### src/rtl/ctrl_ajuste_if.sv
// Bundle between the mode controller and the clock datapath/buttons.
interface ctrl_ajuste_if;
    logic       ctla_tick_1hz;
    logic       ctla_min_tick;
    logic       ctla_hora_carry;
    logic       ctla_btn_modo;
    logic       ctla_btn_inc;
    logic       ctla_btn_inc_nivel;
    logic       ctla_enable_s;
    logic       ctla_enable_m;
    logic       ctla_incremento_m;
    logic       ctla_incremento_h;
    logic [1:0] ctla_modo;
    logic       ctla_pisca;
    logic       ctla_seg_clr;

    modport master (
        output ctla_tick_1hz, ctla_min_tick, ctla_hora_carry,
        output ctla_btn_modo, ctla_btn_inc, ctla_btn_inc_nivel,
        input  ctla_enable_s, ctla_enable_m, ctla_incremento_m,
        input  ctla_incremento_h, ctla_modo, ctla_pisca, ctla_seg_clr
    );

    modport slave (
        input  ctla_tick_1hz, ctla_min_tick, ctla_hora_carry,
        input  ctla_btn_modo, ctla_btn_inc, ctla_btn_inc_nivel,
        output ctla_enable_s, ctla_enable_m, ctla_incremento_m,
        output ctla_incremento_h, ctla_modo, ctla_pisca, ctla_seg_clr
    );
endinterface

### src/rtl/ctrl_ajuste.sv
// RUN / SET_HOUR / SET_MIN mode controller for the HH:MM clock.
// Define CTLA_AUTOREPEAT_EN to enable hold-to-repeat on the increment button.
module ctrl_ajuste #(
    parameter int TIMEOUT_S     = 10,
    parameter int HOLD_CYCLES   = 25000000,
    parameter int REPEAT_CYCLES = 5000000
) (
    input  logic         ctla_clock,
    input  logic         ctla_reset,
    ctrl_ajuste_if.slave bus
);
    typedef enum logic [1:0] {
        RUN      = 2'd0,
        SET_HOUR = 2'd1,
        SET_MIN  = 2'd2,
        ILLEGAL  = 2'd3
    } state_t;

    localparam logic [15:0] TMO_LAST = 16'(TIMEOUT_S - 1);

    state_t      state_q;
    logic [15:0] tmo_q;
    logic        pisca_q;
    logic        ens_q, enm_q, incm_q, inch_q, segclr_q;
    logic        in_set;
    logic        auto_inc;
    logic        inc;

    assign in_set = (state_q == SET_HOUR) || (state_q == SET_MIN);
    assign inc    = bus.ctla_btn_inc | auto_inc;

`ifdef CTLA_AUTOREPEAT_EN
    logic [31:0] hold_q;
    logic [31:0] rep_q;
    logic        armed_q;
    logic        hold_hit, rep_hit;

    assign hold_hit = !armed_q && (hold_q == 32'(HOLD_CYCLES - 1));
    assign rep_hit  = armed_q && (rep_q == 32'(REPEAT_CYCLES - 1));
    assign auto_inc = in_set && bus.ctla_btn_inc_nivel
                      && !bus.ctla_btn_modo && (hold_hit || rep_hit);

    always_ff @(posedge ctla_clock or posedge ctla_reset) begin
        if (ctla_reset) begin
            hold_q  <= '0;
            rep_q   <= '0;
            armed_q <= 1'b0;
        end else if (!in_set || !bus.ctla_btn_inc_nivel || bus.ctla_btn_modo) begin
            hold_q  <= '0;
            rep_q   <= '0;
            armed_q <= 1'b0;
        end else if (hold_hit) begin
            armed_q <= 1'b1;
            rep_q   <= '0;
        end else if (!armed_q) begin
            hold_q <= hold_q + 32'd1;
        end else begin
            rep_q <= rep_hit ? '0 : rep_q + 32'd1;
        end
    end
`else
    assign auto_inc = 1'b0;
`endif

    always_ff @(posedge ctla_clock or posedge ctla_reset) begin
        if (ctla_reset) begin
            state_q  <= RUN;
            tmo_q    <= '0;
            pisca_q  <= 1'b0;
            ens_q    <= 1'b0;
            enm_q    <= 1'b0;
            incm_q   <= 1'b0;
            inch_q   <= 1'b0;
            segclr_q <= 1'b0;
        end else begin
            ens_q    <= 1'b0;
            enm_q    <= 1'b0;
            incm_q   <= 1'b0;
            inch_q   <= 1'b0;
            segclr_q <= 1'b0;
            case (state_q)
                RUN: begin
                    ens_q   <= bus.ctla_tick_1hz;
                    enm_q   <= bus.ctla_tick_1hz;
                    incm_q  <= bus.ctla_min_tick;
                    inch_q  <= bus.ctla_tick_1hz & bus.ctla_hora_carry;
                    pisca_q <= 1'b0;
                    tmo_q   <= '0;
                    if (bus.ctla_btn_modo) begin
                        state_q <= SET_HOUR;
                        pisca_q <= 1'b1;
                    end
                end
                SET_HOUR, SET_MIN: begin
                    if (bus.ctla_btn_modo) begin
                        // Mode change wins over a coincident increment
                        tmo_q    <= '0;
                        state_q  <= (state_q == SET_HOUR) ? SET_MIN : RUN;
                        pisca_q  <= (state_q == SET_HOUR);
                        segclr_q <= (state_q == SET_MIN);
                    end else begin
                        if (bus.ctla_tick_1hz)
                            pisca_q <= ~pisca_q;
                        if (inc) begin
                            tmo_q <= '0;
                            if (state_q == SET_HOUR) begin
                                inch_q <= 1'b1;
                            end else begin
                                enm_q  <= 1'b1;
                                incm_q <= 1'b1;
                            end
                        end else if (bus.ctla_tick_1hz) begin
                            if (tmo_q >= TMO_LAST) begin
                                tmo_q    <= '0;
                                state_q  <= RUN;
                                pisca_q  <= 1'b0;
                                segclr_q <= 1'b1;
                            end else begin
                                tmo_q <= tmo_q + 16'd1;
                            end
                        end
                    end
                end
                default: begin
                    state_q <= RUN;
                    pisca_q <= 1'b0;
                    tmo_q   <= '0;
                end
            endcase
        end
    end

    assign bus.ctla_enable_s     = ens_q;
    assign bus.ctla_enable_m     = enm_q;
    assign bus.ctla_incremento_m = incm_q;
    assign bus.ctla_incremento_h = inch_q;
    assign bus.ctla_modo         = state_q;
    assign bus.ctla_pisca        = pisca_q;
    assign bus.ctla_seg_clr      = segclr_q;
endmodule

### src/flat_wrapper.sv
// flat-port wrapper written by rule: the top's interface ports become plain ports
module ctrl_ajuste_flat 
#(
    parameter int TIMEOUT_S     = 10,
    parameter int HOLD_CYCLES   = 25000000,
    parameter int REPEAT_CYCLES = 5000000
)
  (ctla_clock, ctla_reset, bus_ctla_tick_1hz, bus_ctla_min_tick, bus_ctla_hora_carry, bus_ctla_btn_modo, bus_ctla_btn_inc, bus_ctla_btn_inc_nivel, bus_ctla_enable_s, bus_ctla_enable_m, bus_ctla_incremento_m, bus_ctla_incremento_h, bus_ctla_modo, bus_ctla_pisca, bus_ctla_seg_clr);
  ctrl_ajuste_if bus_i ();
  input  logic ctla_clock;
  input  logic ctla_reset;
  input wire logic [$bits(bus_i.ctla_tick_1hz)-1:0] bus_ctla_tick_1hz;
  input wire logic [$bits(bus_i.ctla_min_tick)-1:0] bus_ctla_min_tick;
  input wire logic [$bits(bus_i.ctla_hora_carry)-1:0] bus_ctla_hora_carry;
  input wire logic [$bits(bus_i.ctla_btn_modo)-1:0] bus_ctla_btn_modo;
  input wire logic [$bits(bus_i.ctla_btn_inc)-1:0] bus_ctla_btn_inc;
  input wire logic [$bits(bus_i.ctla_btn_inc_nivel)-1:0] bus_ctla_btn_inc_nivel;
  output wire logic [$bits(bus_i.ctla_enable_s)-1:0] bus_ctla_enable_s;
  output wire logic [$bits(bus_i.ctla_enable_m)-1:0] bus_ctla_enable_m;
  output wire logic [$bits(bus_i.ctla_incremento_m)-1:0] bus_ctla_incremento_m;
  output wire logic [$bits(bus_i.ctla_incremento_h)-1:0] bus_ctla_incremento_h;
  output wire logic [$bits(bus_i.ctla_modo)-1:0] bus_ctla_modo;
  output wire logic [$bits(bus_i.ctla_pisca)-1:0] bus_ctla_pisca;
  output wire logic [$bits(bus_i.ctla_seg_clr)-1:0] bus_ctla_seg_clr;
  assign bus_i.ctla_tick_1hz = bus_ctla_tick_1hz;
  assign bus_i.ctla_min_tick = bus_ctla_min_tick;
  assign bus_i.ctla_hora_carry = bus_ctla_hora_carry;
  assign bus_i.ctla_btn_modo = bus_ctla_btn_modo;
  assign bus_i.ctla_btn_inc = bus_ctla_btn_inc;
  assign bus_i.ctla_btn_inc_nivel = bus_ctla_btn_inc_nivel;
  assign bus_ctla_enable_s = bus_i.ctla_enable_s;
  assign bus_ctla_enable_m = bus_i.ctla_enable_m;
  assign bus_ctla_incremento_m = bus_i.ctla_incremento_m;
  assign bus_ctla_incremento_h = bus_i.ctla_incremento_h;
  assign bus_ctla_modo = bus_i.ctla_modo;
  assign bus_ctla_pisca = bus_i.ctla_pisca;
  assign bus_ctla_seg_clr = bus_i.ctla_seg_clr;
  ctrl_ajuste #(.TIMEOUT_S(TIMEOUT_S), .HOLD_CYCLES(HOLD_CYCLES), .REPEAT_CYCLES(REPEAT_CYCLES)) u_core (.ctla_clock(ctla_clock), .ctla_reset(ctla_reset), .bus(bus_i));
endmodule
### config.mk
export PLATFORM = sky130hd
export DESIGN_NAME = ctrl_ajuste_flat
export DESIGN_NICKNAME = d
export VERILOG_FILES = /design/src/rtl/ctrl_ajuste_if.sv /design/src/rtl/ctrl_ajuste.sv /design/src/flat_wrapper.sv
export SDC_FILE = /design/constraint.sdc
export NUM_CORES = 1
export LEC_CHECK = 0
export CORE_UTILIZATION = 54
export CTS_BUF_LIST = sky130_fd_sc_hd__clkbuf_8 sky130_fd_sc_hd__clkbuf_16
export CTS_CLUSTER_SIZE = 28
export DETAILED_ROUTE_END_ITERATION = 8
export PLACE_DENSITY_LB_ADDON = 0.1
export SETUP_SLACK_MARGIN = 0.02
export SLEW_MARGIN = 20
export SYNTH_ARGS = -nofsm -noshare
export SYNTH_HDL_FRONTEND = slang
export SYNTH_SLANG_ARGS = --single-unit
### constraint.sdc
create_clock -name ctla_clock -period 2.8 [get_ports ctla_clock]
set_input_delay 0.42 -clock ctla_clock [delete_from_list [all_inputs] [get_ports ctla_clock]]
set_output_delay 0.42 -clock ctla_clock [all_outputs]
set_load 0.03 [all_outputs]
==> metrics.csv, run 1 <==
metric;value;unit
Worst Hold Depth;2;
Vias;1052;
Syn Nets;150;
R2R Path Start;u_core.bus.ctla_modo[0]$_DFFE_PP0P_;
WL final;2520;um
Synth Register Bits;24;
ys flop type;dfrtp_1;
Die Ht;51.5;um
setup_tns;0;ns
fin crit period;2.33;ns
Arr. time, crit path;2.51;ns
Area contributors post-synth;dfrtp_1 45%, ha_1 6.6%, xnor2_1 4.0%, nor2_1 3.7%, nand2_1 2.8%;
DR DRC count;0;
Max Slew Vio Count;0;
period utilization;83.2;%
WL/cell;14.2;um
crit path launch type;register;
Post-Syn Instances;135;
number of diodes;0;
CTS sink count;24;
Mapped Avg Cell Area;9.81;sq um
post-route cell area;0.00154;sq mm
Leakage Power;0.629;nW
HPWL Detailed;1840;um
Worst-Skew Late Latency;0.26;ns
CTS max path bufs;2;
total power draw;1.04;mW
hold buffers post-CTS;0;
# fillers;180;
Synth top area share;45.3;%
CP max stage cell;or4_1;
hold path endpoint;u_core.tmo_q[12]$_DFFE_PP0P_;
share of cells above drive strength 1;7.33;%
crit path max fanout;10;
DIE AREA;0.00266;sq mm
PortBufs;14;
Fin Hold WS;0.549;ns
VDD IR max;512;uV
Placer Congestion;0.802;
Layout Skew;0.000866;ns
H-tree depth;1;
Async SR Flop Fraction;100;%
Worst EP required;2.98;ns
Routed Antenna Nets;0;
Initial DRC Count;17;
Reg2Reg Setup Slack;0.47;ns
Hold Crit Start;u_core.tmo_q[12]$_DFFE_PP0P_;
final hold violations;0;
status;completed;
TritonCTS clock tree;done;
GRT Util Overall;22.4;%
critical path class;reg -> reg;
vias in the first global route;997;
dpl cell area;0.00148;sq mm
die span in x;51.5;um
post-synth cell types;38;
HP Class;reg -> reg;
Non-Filler Instances;178;
power density cells;679;mW/mm^2
nets;166;
Post-Synthesis Cell Area;0.00133;sq mm
Setup Viol. Count Final;0;
root buffer cell;clkbuf_8;
Worst-path clk slew;0.08;ns
slowest stage delay, CP;0.61;ns
CP Capture Type;register;
Core Region;0.00225;sq mm
reg2reg path depth;6;
Ports;16;
unrepaired setup endpoints after global routing;no;
grt total ovfl;0;
postcts setup bufs;0;
first-pass GRT wire length;4310;um
Slew @ Worst Pin;0.852;ns
sequential area share after synthesis;45.3;%
Inst Count DP;174;
Initial Util;58.8;%
Post-synth EDFFs;0;
largest net degree at the start of global routing;25;
max-cap violation count;0;
cts repair resizes;0;
first drt pass iteration count;4;
Yosys Warn Count;0;
Syn-to-layout area delta;16.0;%
row cnt;17;
Reg-to-Reg End;u_core.tmo_q[15]$_DFFE_PP0P_;
antenna violations before repair;0;
Max Fclk;429;MHz
Slew headroom;43.2;%
crit-path cells;inv_1 > ha_1 > nor4b_2 > or4_1 > or3_1 > a21oi_1;
post-synth top area cell;dfrtp_1;
vias per cell;5.91;
Commonest cells post-synth;24 x dfrtp_1, 13 x nor2_1, 10 x nand2_1;
count leader, synth;dfrtp_1;
Inserted Clock Buffers;3;
==> sequential cells by signal, summed over array words and instances, names as in the netlist <==
| name | count |
|---|---|
| u_core.bus.ctla_enable_s | 1 |
| u_core.bus.ctla_incremento_m | 1 |
| u_core.bus.ctla_enable_m | 1 |
| u_core.bus.ctla_pisca | 1 |
| u_core.bus.ctla_seg_clr | 1 |
| u_core.bus.ctla_incremento_h | 1 |
| u_core.bus.ctla_modo | 2 |
| u_core.tmo_q | 16 |
==> cell usage in the layout (no fill, tap or decap), drive strengths merged <==
| cell type | instances |
|---|---|
| or3 | 3 |
| nor3 | 1 |
| nor2 | 13 |
| o31ai | 1 |
| a21o | 1 |
| inv | 9 |
| ha | 7 |
| o211ai | 2 |
| nand2b | 2 |
| nand3b | 1 |
| and2 | 1 |
| clkdlybuf4s50 | 14 |
| or4 | 4 |
| and4 | 1 |
| o22ai | 1 |
| a31oi | 3 |
| nand4 | 3 |
| or3b | 1 |
| nand3 | 7 |
| nor4 | 5 |
| nor4b | 3 |
| nand2 | 10 |
| or4b | 1 |
| and3 | 1 |
| dfrtp | 24 |
| clkbuf | 4 |
| o311ai | 1 |
| nor3b | 2 |
| xnor2 | 6 |
| a21oi | 8 |
| buf | 1 |
| nor2b | 2 |
| a41oi | 1 |
| o21ai | 5 |
| a2111oi | 1 |
==> layer usage <==
metal  global-route usage, %  wire (um)  vias to the layer above
met5                       0          0                        -
met4                    6.76         17                        0
met3                    5.26        136                        2
met2                    35.3       1120                       29
met1                    30.9       1240                      502
li1                        -          -                      519
==> stage by stage <==
stage,setup slack (ns),util [%]
floorplan,0.478,-
finish,0.471,68.1
CTS,0.475,68.1
global route,0.312,68.1
global placement,0.401,65.7
detailed placement,0.368,65.7
==> critical path, delay by kind of cell, from the launching register on <==
family,cells,cell delay (ns)
adder cells (fa/ha/maj),1,0.37
AND/OR/NAND/NOR,3,1.22
flip-flops,1,0.41
AO/OA/AOI/OAI,1,0.16
buffers and inverters,1,0.09
==> cell families after synthesis <==
logic type	share of synthesized area [%]
adders and majority gates	6.61
AOI/OAI and AO/OA	13.0
DFF	45.3
buffers and inverters	4.53
and+or+nand+nor	26.5
xor gates and xnor gates	3.97
==> power by group <==
| group | total [mW] | internal, mW | switching [mW] |
|---|---|---|---|
| registers | 0.420 | 0.390 | 0.0299 |
| clock network | 0.227 | 0.125 | 0.102 |
| logic | 0.396 | 0.158 | 0.237 |
| total | 1.04 | 0.674 | 0.369 |
==> area by class of cell <==
cell class                 count  area (sq um)  share of cell area, %
clock buffer                   4          55.1                   3.58
sequential                    24           601                   39.1
multi-input combinational     98           664                   43.2
inverter                       9          33.8                   2.20
tap                           28          35.0                   2.28
timing repair buffer          15           148                   9.61
==> worst max path at each step <==
stage	from	to	slack (ns)
5_1_grt	u_core.bus.ctla_modo[0]$_DFFE_PP0P_	u_core.tmo_q[15]$_DFFE_PP0P_	0.31
2_1_floorplan	u_core.bus.ctla_modo[0]$_DFFE_PP0P_	u_core.tmo_q[15]$_DFFE_PP0P_	0.48
6_report	u_core.bus.ctla_modo[0]$_DFFE_PP0P_	u_core.tmo_q[15]$_DFFE_PP0P_	0.47
3_5_place_dp	bus_ctla_btn_modo	u_core.tmo_q[15]$_DFFE_PP0P_	0.37
3_3_place_gp	bus_ctla_btn_inc	u_core.tmo_q[15]$_DFFE_PP0P_	0.40
4_1_cts	u_core.bus.ctla_modo[1]$_DFFE_PP0P_	u_core.tmo_q[15]$_DFFE_PP0P_	0.47
Note: power is estimated with default switching activity, not from simulation.
==> inputs of run 2 (changes only) <==
--- a/config.mk
+++ b/config.mk
@@ -5,7 +5,7 @@
 export SDC_FILE = /design/constraint.sdc
 export NUM_CORES = 1
 export LEC_CHECK = 0
-export CORE_UTILIZATION = 54
+export CORE_UTILIZATION = 49
 export CTS_BUF_LIST = sky130_fd_sc_hd__clkbuf_8 sky130_fd_sc_hd__clkbuf_16
 export CTS_CLUSTER_SIZE = 28
 export DETAILED_ROUTE_END_ITERATION = 8
==> constraint.sdc (replaced) <==
create_clock -name ctla_clock -period 2.05 [get_ports ctla_clock]
set_input_delay 0.3075 -clock ctla_clock [delete_from_list [all_inputs] [get_ports ctla_clock]]
set_output_delay 0.3075 -clock ctla_clock [all_outputs]
set_load 0.03 [all_outputs]
==> metrics.csv, run 2 (same netlist as run 1, synthesis figures left out) <==
metric;value;unit
TritonCTS clock tree;done;
Max Slew Vio Count;0;
PortBufs;14;
Fin Hold WS;0.382;ns
Initial DRC Count;31;
CP top delay family;simple AND/OR/NAND/NOR gates;
Slew headroom;63.7;%
power density cells;930;mW/mm^2
Reg2Reg Setup Slack;0.12;ns
Placer Congestion;0.819;
GRT Util Overall;23.1;%
root buffer cell;clkbuf_8;
Syn-to-layout area delta;26.3;%
Slew @ Worst Pin;0.545;ns
Arr. time, crit path;2.13;ns
Inserted Clock Buffers;3;
crit path launch type;register;
Core Region;0.00252;sq mm
Leakage Power;0.699;nW
Worst Path Buf+Inv;1;
vias in the first global route;1037;
most common cell after layout, fill and taps aside;dfrtp_1;
sequential standard cell area;603;sq um
grt total ovfl;0;
Die Ht;54;um
dpl cell area;0.00160;sq mm
Layout Skew;0.00253;ns
Worst-path clk slew;0.09;ns
post-route cell area;0.00167;sq mm
most frequent cells in the layout;22 x dfrtp_1, 14 x clkdlybuf4s50_1, 14 x buf_4, 13 x nor2_1, 10 x nand2_1;
first drt pass iteration count;4;
max reg flops;16;
WL/cell;15.3;um
number of diodes;0;
Setup Viol. Count Final;0;
share of cells above drive strength 1;20.9;%
DR DRC count;0;
CP Capture Type;register;
largest net degree at the start of global routing;25;
first-pass GRT wire length;4750;um
row cnt;18;
nets;179;
period utilization;94.3;%
crit-path cells;inv_2 > ha_4 > nor4b_4 > or4_1 > or3_1 > a21oi_1;
HPWL Detailed;2150;um
WL final;2950;um
Initial Util;52.5;%
status;completed;
max-cap violation count;0;
die span in x;54;um
unrepaired setup endpoints after global routing;no;
Most flops, register;u_core.tmo_q;
fin crit period;1.93;ns
VDD IR max;919;uV
Ports;16;
crit path max fanout;6;
HP Class;in -> async;
slowest stage delay, CP;0.47;ns
Vias;1123;
vias per cell;5.82;
H-tree depth;1;
Worst-Skew Late Latency;0.27;ns
CP max stage cell;or4_1;
area of the multi-input gates;699;sq um
# fillers;213;
Max Fclk;517;MHz
final hold violations;0;
CTS sink count;24;
CTS max path bufs;2;
antenna violations before repair;0;
Worst EP required;2.25;ns
DIE AREA;0.00292;sq mm
Routed Antenna Nets;0;
critical path class;reg -> reg;
[run 2: cell count changes in the layout (fill, tap and decap cells not counted), sizes merged]
cell,before,now
buf,1,14
[run 2: area by class of cell]
class | instances | share of cell area [%]
Clock buffer | 4 | 3.29
Inverter | 9 | 2.02
Multi-Input combinational cell | 98 | 41.8
Sequential cell | 24 | 36.0
Tap cell | 30 | 2.24
Timing Repair Buffer | 28 | 14.6
[run 2: through the flow]
stage	setup TNS (ns)	worst slack [ns]	std cells	total power, mW	utilization, %
after floorplan	0	0.0259	135	0.989	-
after global placement	0	0.00484	188	1.19	63.3
after detailed placement	-0.0155	-0.0155	188	1.21	63.3
after CTS	0	0.0355	192	1.54	65.5
after global routing	0	0.0362	193	1.63	66.4
final	0	0.117	193	1.56	66.4
[run 2: metal layers]
layer	vias to the layer above	global-route usage (%)	share of wire [%]
li1	551	-	-
met1	539	31.6	47
met2	29	37.0	48
met3	4	3.11	4.6
met4	0	8.55	1.1
met5	-	0	0
[run 2: path summary, 6_finish.rpt]
kind | startpoint | end | cells after the start
max in group asynchronous | ctla_reset | u_core.bus.ctla_modo[0]$_DFFE_PP0P_ | 3
min in group ctla_clock | u_core.tmo_q[12]$_DFFE_PP0P_ | u_core.tmo_q[12]$_DFFE_PP0P_ | 2
worst max register to register | u_core.bus.ctla_modo[0]$_DFFE_PP0P_ | u_core.tmo_q[15]$_DFFE_PP0P_ | 6
worst min register to register | u_core.tmo_q[12]$_DFFE_PP0P_ | u_core.tmo_q[12]$_DFFE_PP0P_ | 2
worst max-delay path | u_core.bus.ctla_modo[0]$_DFFE_PP0P_ | u_core.tmo_q[15]$_DFFE_PP0P_ | 6
worst min-delay path | ctla_reset | u_core.tmo_q[3]$_DFFE_PP0P_ | 3
[run 2: worst reg2reg max path, delay by kind of cell, from the launching register on]
kind	cells	cell delay, ns
adder cells (fa/ha/maj)	1	0.22
flip-flops	1	0.43
AO/OA/AOI/OAI	1	0.14
buffers and inverters	1	0.09
AND/OR/NAND/NOR	3	0.98
[run 2: power breakdown]
part | switching (mW) | internal (mW) | total, mW
registers | 0.0349 | 0.536 | 0.571
clock network | 0.154 | 0.172 | 0.326
logic | 0.367 | 0.293 | 0.660
total | 0.556 | 1.00 | 1.56
[run 2: repair_timing]
item | CTS | global route
gates resized for setup | 0 | 5
buffers inserted | 0 | 1
endpoints found under the setup margin | 0 | 7
hold buffers | 0 | 0
==> inputs of run 3 (changes only) <==
--- a/config.mk
+++ b/config.mk
@@ -5,6 +5,7 @@
 export SDC_FILE = /design/constraint.sdc
 export NUM_CORES = 1
 export LEC_CHECK = 0
+export CAP_MARGIN = 15
 export CORE_UTILIZATION = 49
 export CTS_BUF_LIST = sky130_fd_sc_hd__clkbuf_8 sky130_fd_sc_hd__clkbuf_16
 export CTS_CLUSTER_SIZE = 28
==> results of run 3 <==
Final layout, timing and power as in run 2 (identical DEF).
